### src/rtl/crc8_frame_ctrl.sv
// ---------------------------------------------------------------------------
// crc8_frame_ctrl
//
// Feeds a byte stream into a shared byte-serial CRC-8 engine, one byte per
// engine transaction. It clears the engine at frame start, issues a one-cycle
// enable per byte and waits for the completion pulse. When the final byte of
// a frame completes, it publishes the frame CRC, a residue check and the
// frame length. If the engine never completes a byte, it reports a timeout
// error instead.
//
// Ports
//   clk, rst_n          clock (rising edge), asynchronous active-low reset
//   s_valid/s_ready     input byte handshake
//   s_data, s_last      input byte and end-of-frame marker
//   abort               drop the current frame or result and return to IDLE
//   crc_in              byte presented to the engine, held until next accept
//   crc_en, crc_clr     one-cycle engine start and clear pulses
//   crc_out, crc_done   engine CRC register and byte-complete pulse
//   res_valid/res_ready result handshake
//   res_crc, res_ok     frame CRC (0x00 on error) and zero-residue flag
//   res_err             engine timeout
//   res_len             bytes accepted in the frame, saturating at 255
// ---------------------------------------------------------------------------
module crc8_frame_ctrl #(
    parameter int unsigned TIMEOUT = 16
) (
    input  logic       clk,
    input  logic       rst_n,
    input  logic       s_valid,
    input  logic [7:0] s_data,
    input  logic       s_last,
    output logic       s_ready,
    input  logic       abort,
    output logic [7:0] crc_in,
    output logic       crc_en,
    output logic       crc_clr,
    input  logic [7:0] crc_out,
    input  logic       crc_done,
    output logic       res_valid,
    input  logic       res_ready,
    output logic [7:0] res_crc,
    output logic       res_ok,
    output logic       res_err,
    output logic [7:0] res_len
);

    typedef enum logic [2:0] {
        IDLE,
        CLR,
        EN,
        WAIT,
        RESULT,
        ERR
    } state_t;

    state_t     state;
    state_t     state_nxt;
    logic       first;
    logic       last_q;
    logic [7:0] len_cnt;
    logic [7:0] timer;
    logic       timeout_hit;

    // The timer holds the number of completed WAIT cycles minus one, so the
    // edge that ends the TIMEOUT-th WAIT cycle sees timer == TIMEOUT-1.
    // A done pulse on that same cycle takes precedence over the timeout.
    assign timeout_hit = (state == WAIT) && !crc_done &&
                         (timer == 8'(TIMEOUT - 1));

    // Engine strobes and the input ready are pure state decodes so that no
    // input can reach them combinationally.
    assign s_ready   = (state == IDLE);
    assign crc_clr   = (state == CLR);
    assign crc_en    = (state == EN);
    assign res_valid = (state == RESULT) || (state == ERR);

    // State register
    always_ff @(posedge clk or negedge rst_n) begin
        if (!rst_n) begin
            state <= IDLE;
        end else begin
            state <= state_nxt;
        end
    end

    // Next-state logic; abort overrides every transition
    always_comb begin
        state_nxt = state;
        unique case (state)
            IDLE: begin
                if (s_valid) begin
                    state_nxt = first ? CLR : EN;
                end
            end
            CLR:  state_nxt = EN;
            EN:   state_nxt = WAIT;
            WAIT: begin
                if (crc_done) begin
                    state_nxt = last_q ? RESULT : IDLE;
                end else if (timeout_hit) begin
                    state_nxt = ERR;
                end
            end
            RESULT, ERR: begin
                if (res_ready) begin
                    state_nxt = IDLE;
                end
            end
            default: state_nxt = IDLE;
        endcase
        if (abort) begin
            state_nxt = IDLE;
        end
    end

    // Datapath: byte capture, length count, WAIT timer and result latches.
    // An abort discards any pending result and re-arms the frame-start clear;
    // it also blocks byte capture so nothing is issued to the engine.
    always_ff @(posedge clk or negedge rst_n) begin
        if (!rst_n) begin
            first   <= 1'b1;
            last_q  <= 1'b0;
            crc_in  <= 8'h00;
            len_cnt <= 8'h00;
            timer   <= 8'h00;
            res_crc <= 8'h00;
            res_ok  <= 1'b0;
            res_err <= 1'b0;
            res_len <= 8'h00;
        end else if (abort) begin
            first   <= 1'b1;
            res_ok  <= 1'b0;
            res_err <= 1'b0;
        end else begin
            unique case (state)
                IDLE: begin
                    if (s_valid) begin
                        crc_in <= s_data;
                        last_q <= s_last;
                        if (first) begin
                            len_cnt <= 8'd1;
                        end else if (len_cnt != 8'hFF) begin
                            len_cnt <= len_cnt + 8'd1;
                        end
                    end
                end
                CLR: begin
                    first <= 1'b0;
                end
                EN: begin
                    timer <= 8'h00;
                end
                WAIT: begin
                    timer <= timer + 8'd1;
                    if (crc_done && last_q) begin
                        res_crc <= crc_out;
                        res_ok  <= (crc_out == 8'h00);
                        res_len <= len_cnt;
                    end else if (timeout_hit) begin
                        res_err <= 1'b1;
                        res_crc <= 8'h00;
                        res_ok  <= 1'b0;
                        res_len <= len_cnt;
                    end
                end
                RESULT, ERR: begin
                    if (res_ready) begin
                        first   <= 1'b1;
                        res_ok  <= 1'b0;
                        res_err <= 1'b0;
                    end
                end
                default: begin
                end
            endcase
        end
    end

endmodule

### config.mk
export PLATFORM = sky130hd
export DESIGN_NAME = crc8_frame_ctrl
export DESIGN_NICKNAME = d
export VERILOG_FILES = /design/src/rtl/crc8_frame_ctrl.sv
export SDC_FILE = /design/constraint.sdc
export NUM_CORES = 1
export LEC_CHECK = 0
export BUFFER_PORTS_ARGS = -buffer_cell sky130_fd_sc_hd__buf_2
export CORE_MARGIN = 4
export CORE_UTILIZATION = 30
export DETAILED_ROUTE_END_ITERATION = 8
export GPL_TIMING_DRIVEN = 0
export PLACE_DENSITY = 0.61
export REMOVE_ABC_BUFFERS = 1
export SLEW_MARGIN = 5
export SYNTH_ARGS = -nofsm -noshare
export SYNTH_HDL_FRONTEND = slang
export SYNTH_SLANG_ARGS = --single-unit
### constraint.sdc
create_clock -name clk -period 2.35 [get_ports clk]
set_input_delay 0.3525 -clock clk [delete_from_list [all_inputs] [get_ports clk]]
set_output_delay 0.3525 -clock clk [all_outputs]
set_load 0.02 [all_outputs]
==> impl_metrics.yaml, run 1 <==
outcome:
  outcome: "finished clean"
global_route:
  grt_pass1_vias: 1672
  grt_max_degree: 48
  antenna_found_initial: 0
  track_usage_pct: 12.1
  grt_pass1_wl_um: 8430
  grt-ovfl-total: 0
timing:
  skew_ps: 11.2
  tightest_slew_ps: 1070
  min_period_over_period_pct: 93.9
  setup_viol: 0
  max_clock_freq_ghz: 0.453
  layout_min_cycle_time_ps: 2210
  holdWs_ps: 223
  rsz0062_at_grt: "false"
  hold_viol: 0
  tns_ps: 0
  relSlewSlack_pct: 28.8
  slew_violations: 0
clock_network:
  clockBufferDepth: 2
  cts_tree: "yes"
  ctsHoldBuffers: 0
  numCtsBuffers: 5
  clk_latency_ps: 310
  cts.clk_slew.worst_paths_ps: 100
  cts_setup_buffers: 0
  htree_levels: 2
  root_buffer: "clkbuf_8"
  clock-sinks: 47
worst_setup_path:
  r2r_start: "timer[6]$_DFFE_PN0P_"
  crit_family: "simple AND/OR/NAND/NOR gates"
  cp_max_fo: 17
  r2r-end: "res_len[1]$_DFFE_PN0P_"
  r2r_slack_ps: 140
  timing.critical_path.buf_inv: 0
  worstPathArrival_ps: 2410
  endpoint_kind: "register"
  worstSetupPathType: "reg -> reg"
  worstPathRequired_ps: 2560
  max_stage_delay_ps: 510
  crit_chain: "or4_1, or3_4, a21o_1, mux2_4"
  slowest_stage: "or4_1"
  rr_worst_depth: 4
  start_kind: "register"
drt:
  totalWireLength_um: 5050
  drtIter0Drc: 130
  remaining_drc_errors: 0
  wire_per_inst_um: 14.0
  vias: 1808
  detail-route-antenna-nets: 0
  first_pass_iters: 4
  viasPerCell: 5.02
logic_synthesis:
  ys_types: 44
  synthArstFlopShare_pct: 100
  ys.flop_type: "dfrtp_1"
  netlist_area_sq_mm: 0.00218
  synth_seq_area_share_pct: 53.9
  synth_seq_cells: 47
  syn_inst: 213
  avgSynthCellArea_sq_um: 10.3
  synth-edff-count: 0
  yosysWarnings: 0
layout:
  mostFrequentLayoutCell: "buf_2"
  fin_nets: 288
  final_cells: 360
  n_fill_cell: 740
  drive_gt1_share_pct: 29.2
  design_area_sq_mm: 0.00261
  layout_common_cells: "buf_2, dfrtp_1, nand2_1"
  syn_to_final_growth_pct: 19.4
  n_antenna_cell: 0
placement:
  placed_area_sq_mm: 0.00251
  post-place-cells: 352
  dp.final_hpwl_um: 3430
  gp_congestion: 0.808
  io_buffers: 52
hold_path:
  hold_path_class: "in -> async"
floorplanning:
  die_area_sq_mm: 0.00871
  die_y_um: 93.3
  initial_core_util_pct: 31.4
  ios: 53
  core_sq_mm: 0.00694
  fp.dieW_um: 93.3
  row_count: 30
flow_run:
  cap_violations: 0
power:
  p_per_area_mw_per_mm2: 1010
  max-vdd-ir-drop_mv: 0.418
  p_leak_nw: 1.28
==> flip-flops by register name, summed over array words and instances, names as in the netlist <==
signal,cells
len_cnt,8
res_ok,1
last_q,1
res_crc,8
crc_in,8
timer,8
first,1
res_len,8
res_err,1
state,3
==> how the worst max path moves through the flow <==
stage	from	endpoint	slack [ps]	depth (start not counted)
final	timer[6]$_DFFE_PN0P_	res_len[1]$_DFFE_PN0P_	140	4
after global routing	len_cnt[0]$_DFFE_PN0P_	len_cnt[0]$_DFFE_PN0P_	40	5
after CTS	state[1]$_DFFE_PN0P_	len_cnt[0]$_DFFE_PN0P_	10	4
after detailed placement	state[1]$_DFFE_PN0P_	len_cnt[0]$_DFFE_PN0P_	10	4
after global placement	state[1]$_DFFE_PN0P_	len_cnt[0]$_DFFE_PN0P_	50	4
after floorplan	state[1]$_DFFE_PN0P_	len_cnt[3]$_DFFE_PN0P_	80	4
==> through the flow <==
step,utilization [%],power [mW],setup slack [ps]
detailed placement,36.2,2.14,9.87
CTS,37.5,2.67,13.7
finish,37.5,2.63,142
global placement,36.2,2.12,53.6
global route,37.5,2.83,40.2
floorplan,-,1.80,80.9
==> what timing repair did <==
item | 4_1_cts | 5_1_grt
resized for setup | 0 | 3
endpoints found under the setup margin | 0 | 6
hold endpoints to repair | 0 | 0
==> Yosys cell counts, types with 2 or more instances <==
| library cell | n | share of area (%) |
|---|---|---|
| o211ai_1 | 2 | 0.69 |
| nor3_1 | 6 | 1.4 |
| nand2_1 | 42 | 7.2 |
| nor2b_1 | 4 | 1.1 |
| dfrtp_1 | 46 | 53 |
| mux2_2 | 8 | 4.1 |
| a22o_1 | 11 | 4.4 |
| nor2_1 | 6 | 1.0 |
| nand3_1 | 11 | 2.5 |
| o2bb2ai_1 | 2 | 0.80 |
| or3_1 | 3 | 0.86 |
| nor4_1 | 3 | 0.86 |
| nand4_1 | 4 | 1.1 |
| ha_1 | 2 | 1.1 |
| inv_1 | 4 | 0.69 |
| o21ai_0 | 11 | 2.5 |
| o31ai_1 | 5 | 1.7 |
| nand2b_1 | 3 | 0.86 |
| a21oi_1 | 4 | 0.92 |
| a21o_1 | 2 | 0.69 |
| clkbuf_1 | 7 | 1.2 |
| mux2i_1 | 2 | 0.92 |
| or4_1 | 2 | 0.69 |
| a31oi_1 | 3 | 0.86 |
==> report_power, final <==
part	switching [mW]	internal, mW
Sequential	0.206	1.03
Clock	0.299	0.213
Combinational	0.536	0.348
==> cells by family (layout without fill, tap and decap cells) <==
kind of cell | after synthesis | after routing | synth area share [%]
mux | 11 | 11 | 5.73
simple gates | 93 | 93 | 20.9
fa+ha+maj | 2 | 2 | 1.15
flops | 47 | 47 | 53.9
buf+inv | 13 | 64 | 3.09
compound gates | 47 | 47 | 15.2
==> metal layers <==
| layer | up-vias | part of all wire [%] | track usage (%) | routed length [um] |
|---|---|---|---|---|
| li1 | 866 | - | - | - |
| met1 | 892 | 47 | 16.6 | 2390 |
| met2 | 44 | 46 | 18.5 | 2330 |
| met3 | 6 | 5.5 | 3.86 | 279 |
| met4 | 0 | 0.95 | 3.30 | 48 |
| met5 | - | 0 | 0 | 0 |
==> worst register-to-register path, cell delays in order (launching register included) <==
cell and delay [ps]:
dfrtp_1 420, or4_1 510, or3_4 360, a21o_1 420, mux2_4 400
==> final cells by class <==
type                            count  area [sq um]  share of cell area [%]
Clock inverter                      3          23.8                   0.912
Sequential cell                    47          1180                    45.2
Tap cell                           96           120                    4.61
Clock buffer                        5          68.8                    2.64
Timing Repair Buffer               52           260                    9.98
Inverter                            4          15.0                   0.576
Multi-Input combinational cell    153           942                    36.1
No activity file was read; power rests on OpenSTA's default activity.
==> run 2, diff against run 1 <==
- RECOVER_POWER: default -> 50
==> run 2 against run 1 <==
  * Cell area shrank 0.72%
  * Die area unchanged
  * Global-route usage did not move
  * Non-clock buffer count is the same
  * Critical endpoint unchanged
  * Worst hold slack improved by 2.3 ps
==> impl_metrics.yaml, run 2 (synthesis gave the netlist of run 1 again) <==
worst_setup_path:
  rr_worst_depth: 4
  worstPathArrival_ps: 2410
  worstPathRequired_ps: 2560
  worstSetupPathType: "reg -> reg"
  start_kind: "register"
  r2r_start: "timer[6]$_DFFE_PN0P_"
  r2r-end: "res_len[1]$_DFFE_PN0P_"
  cp_max_fo: 17
  r2r_slack_ps: 140
  endpoint_kind: "register"
timing:
  setup_viol: 0
  tns_ps: 0
  tightest_slew_ps: 1200
  skew_ps: 11.2
  max_clock_freq_ghz: 0.453
  slew_violations: 0
  layout_min_cycle_time_ps: 2210
  fin_ws_ps: 142
  relSlewSlack_pct: 20.3
  hold_viol: 0
  min_period_over_period_pct: 94.0
  rsz0062_at_grt: "false"
power:
  max-vdd-ir-drop_mv: 0.419
  p_total_mw: 2.61
  p_leak_nw: 1.22
  clock_power_share_pct: 19.6
  switching_power_mw: 1.04
  switching_share_pct: 40.0
  seqPwrFrac_pct: 47.3
  combPwrFrac_pct: 33.1
  p_per_area_mw_per_mm2: 1010
  p_int_mw: 1.57
floorplanning:
  die_area_sq_mm: 0.00871
  die_y_um: 93.3
  core_sq_mm: 0.00694
  row_count: 30
  initial_core_util_pct: 31.4
  ios: 53
  fp.dieW_um: 93.3
clock_network:
  cts_resized: 0
  htree_levels: 2
  clockBufferDepth: 2
  cts_tree: "yes"
  numCtsBuffers: 5
  cts_setup_buffers: 0
  root_buffer: "clkbuf_8"
  cts.clk_slew.worst_paths_ps: 100
  ctsHoldBuffers: 0
  clock-sinks: 47
  clk_latency_ps: 310
layout:
  n_antenna_cell: 0
  n_fill_cell: 743
  mostFrequentLayoutCell: "dfrtp_1"
  drive_gt1_share_pct: 23.5
  multi_input_area_sq_um: 942
  final_cells: 360
  layout_common_cells: "dfrtp_1, nand2_1, buf_2"
  regArea_sq_mm: 0.00118
  fin_nets: 288
  syn_to_final_growth_pct: 18.6
outcome:
  outcome: "finished clean"
drt:
  vias: 1802
  drtIter0Drc: 124
  remaining_drc_errors: 0
  detail-route-antenna-nets: 0
  first_pass_iters: 4
  wire_per_inst_um: 14.1
  viasPerCell: 5.01
  totalWireLength_um: 5070
placement:
  io_buffers: 52
  pre_cts_ws_ps: 9.87
  gp_congestion: 0.808
  dp.final_hpwl_um: 3430
  post-place-cells: 352
global_route:
  grt_pass1_wl_um: 8430
  track_usage_pct: 12.1
  antenna_found_initial: 0
  grt-ovfl-total: 0
  grt_max_degree: 48
  grt_pass1_vias: 1672
flow_run:
  cap_violations: 0
hold_path:
  hold_path_class: "in -> reg"
  worstHoldPathCells: 3
  min_from: "s_data[5]"
  hold-path-endpoint: "crc_in[5]$_DFFE_PN0P_"
run 2: per-stage QoR:
stage,area [sq um],hold slack [ps],util [%]
after global routing,2590,222,37.3
final,2590,226,37.3
after detailed placement,2510,461,36.2
after floorplan,2130,56.9,-
after global placement,2510,457,36.2
after CTS,2600,220,37.5
run 2: area by class of cell:
| cell class | instances | share of cell area [%] |
|---|---|---|
| timing repair buffer | 52 | 9.33 |
| multi-input combinational | 153 | 36.4 |
| inverter | 4 | 0.580 |
| sequential | 47 | 45.5 |
| clock inverter | 3 | 0.918 |
| clock buffer | 5 | 2.66 |
| tap | 96 | 4.64 |
run 2: layer usage:
layer | up-vias | global-route usage [%] | wire, um
li1 | 865 | - | -
met1 | 889 | 16.6 | 2390
met2 | 42 | 18.5 | 2350
met3 | 6 | 3.86 | 282
met4 | 0 | 3.30 | 48
met5 | - | 0 | 0
run 2: how the worst max path moves through the flow:
| stage | from | endpoint | cells after the start |
|---|---|---|---|
| 3_5_place_dp | state[1]$_DFFE_PN0P_ | len_cnt[0]$_DFFE_PN0P_ | 4 |
| 4_1_cts | state[1]$_DFFE_PN0P_ | len_cnt[0]$_DFFE_PN0P_ | 4 |
| 3_3_place_gp | state[1]$_DFFE_PN0P_ | len_cnt[0]$_DFFE_PN0P_ | 4 |
| 5_1_grt | len_cnt[0]$_DFFE_PN0P_ | len_cnt[0]$_DFFE_PN0P_ | 5 |
| 2_1_floorplan | state[1]$_DFFE_PN0P_ | len_cnt[3]$_DFFE_PN0P_ | 4 |
| 6_report | timer[6]$_DFFE_PN0P_ | res_len[1]$_DFFE_PN0P_ | 4 |
run 2: power by group through the flow:
stage / Combinational, mW / Clock (mW) / Sequential, mW
2_1_floorplan: 0.434 / 0 / 1.37
3_3_place_gp: 0.880 / 0 / 1.24
3_5_place_dp: 0.899 / 0 / 1.24
4_1_cts: 0.895 / 0.540 / 1.23
5_1_grt: 0.970 / 0.569 / 1.28
6_report: 0.864 / 0.512 / 1.23
run 2: worst max-delay path: stages (launching register included):
cell and delay (ps):
dfrtp_1 420, or4_1 510, or3_4 360, a21o_1 420, mux2_4 390
==> run 3, diff against run 2 <==
- PLACE_DENSITY: 0.61 -> 0.47
==> run 3 against run 2 <==
  * Setup slack improved by 54 ps
  * Sequential cell count unchanged
  * Combinational power about the same
==> impl_metrics.yaml, run 3 (synthesis gave the netlist of run 1 again) <==
timing:
  hold_viol: 0
  setup_viol: 0
  tightest_slew_ps: 1210
  tns_ps: 0
  relSlewSlack_pct: 19.1
  layout_min_cycle_time_ps: 2150
  rsz0062_at_grt: "false"
  slew_violations: 0
  max_clock_freq_ghz: 0.464
  skew_ps: 14.4
  min_period_over_period_pct: 91.7
  holdWs_ps: 240
power:
  combPwrFrac_pct: 33.0
  switching_power_mw: 1.03
  p_leak_nw: 1.23
  p_int_mw: 1.59
  max-vdd-ir-drop_mv: 0.375
  switching_share_pct: 39.3
  seqPwrFrac_pct: 47.1
  clock_power_share_pct: 19.9
  p_per_area_mw_per_mm2: 1010
global_route:
  grt-ovfl-total: 0
  busiest_layer: "met2"
  grt_pass1_wl_um: 8690
  grt_util_met3_pct: 2.98
  grt_max_degree: 48
  grtUsageMet2_pct: 19.4
  grt_pass1_vias: 1719
  track_usage_pct: 12.3
  antenna_found_initial: 0
  use_met1_pct: 16.9
clock_network:
  clk_latency_ps: 300
  root_buffer: "clkbuf_8"
  clockBufferDepth: 2
  htree_levels: 2
  cts.clk_slew.worst_paths_ps: 90
  numCtsBuffers: 5
  clock-sinks: 47
  cts_tree: "yes"
outcome:
  outcome: "finished clean"
layout:
  mostFrequentLayoutCell: "dfrtp_1"
  layout_common_cells: "dfrtp_1, nand2_1, buf_2"
  n_antenna_cell: 0
  final_cells: 360
  fin_nets: 288
  syn_to_final_growth_pct: 18.7
  drive_gt1_share_pct: 23.1
worst_setup_path:
  worstSetupPathType: "reg -> reg"
  crit_cells: 4
  worstPathRequired_ps: 2540
  worstPathArrival_ps: 2350
  max_stage_delay_ps: 510
  cp_max_fo: 17
  crit_family: "simple AND/OR/NAND/NOR gates"
  start_kind: "register"
  slowest_stage: "or4_1"
  crit_chain: "or4_1, or3_4, a21o_1, mux2_4"
  timing.critical_path.buf_inv: 0
  rr_worst_depth: 4
  endpoint_kind: "register"
floorplanning:
  die_area_sq_mm: 0.00871
  core_sq_mm: 0.00694
  row_count: 30
  die_y_um: 93.3
  initial_core_util_pct: 31.4
  ios: 53
  fp.dieW_um: 93.3
placement:
  io_buffers: 52
  gp_congestion: 0.747
  post-place-cells: 352
  dp.final_hpwl_um: 3600
hold_path:
  worstHoldPathCells: 3
  hold_path_class: "in -> reg"
flow_run:
  cap_violations: 0
drt:
  drtIter0Drc: 109
  remaining_drc_errors: 0
  first_pass_iters: 4
  detail-route-antenna-nets: 0
  wire_per_inst_um: 14.4
  viasPerCell: 4.88
  vias: 1757
  totalWireLength_um: 5200
## run 3: worst min-delay path, stage by stage
cell     delay (ps)
buf_2            70
nand2_1          40
nand2_1          40
## run 3: what timing repair did
action | in CTS | in global routing
resized for setup | 0 | 3
setup buffers | 0 | 0
hold buffers | 0 | 0
setup endpoints to repair | 0 | 6
## run 3: power by group through the flow
stage               logic (mW)  clock network [mW]  registers, mW
floorplan                0.434                   0           1.37
global placement         0.891                   0           1.25
detailed placement       0.901                   0           1.25
CTS                      0.902               0.548           1.23
global route             0.968               0.577           1.28
finish                   0.865               0.521           1.24
## run 3: final cells by class
type,count,area (sq um)
timing repair buffer,52,241
fill,725,4350
clock buffer,7,86.3
tap,96,120
clock inverter,1,5.00
inverter,4,15.0
sequential,47,1180
multi-input combinational,153,947
## run 3: per-layer routing
layer	up-vias	share of wire, %
li1	868	-
met2	36	45
met5	-	0
met4	0	1.2
met3	6	5.0
met1	847	49
## run 3: worst paths after layout
kind | from | slack [ps] | end
setup / recovery | timer[5]$_DFFE_PN0P_ | 200 | res_len[1]$_DFFE_PN0P_
hold / removal | s_data[4] | 240 | crc_in[4]$_DFFE_PN0P_
setup reg to reg | timer[5]$_DFFE_PN0P_ | 200 | res_len[1]$_DFFE_PN0P_
hold reg to reg | crc_in[2]$_DFFE_PN0P_ | 480 | crc_in[2]$_DFFE_PN0P_
min in group asynchronous | rst_n | 280 | res_crc[6]$_DFFE_PN0P_
max in group asynchronous | rst_n | 1310 | timer[5]$_DFFE_PN0P_
## run 3: per-stage QoR
stage	worst slack (ps)	instance area [sq um]	power (mW)	util, %
after CTS	34.5	2600	2.68	37.5
final	196	2590	2.62	37.3
after detailed placement	44.8	2510	2.15	36.2
after global routing	32.8	2590	2.82	37.3
after global placement	33.2	2510	2.14	36.2
after floorplan	80.9	2130	1.80	-
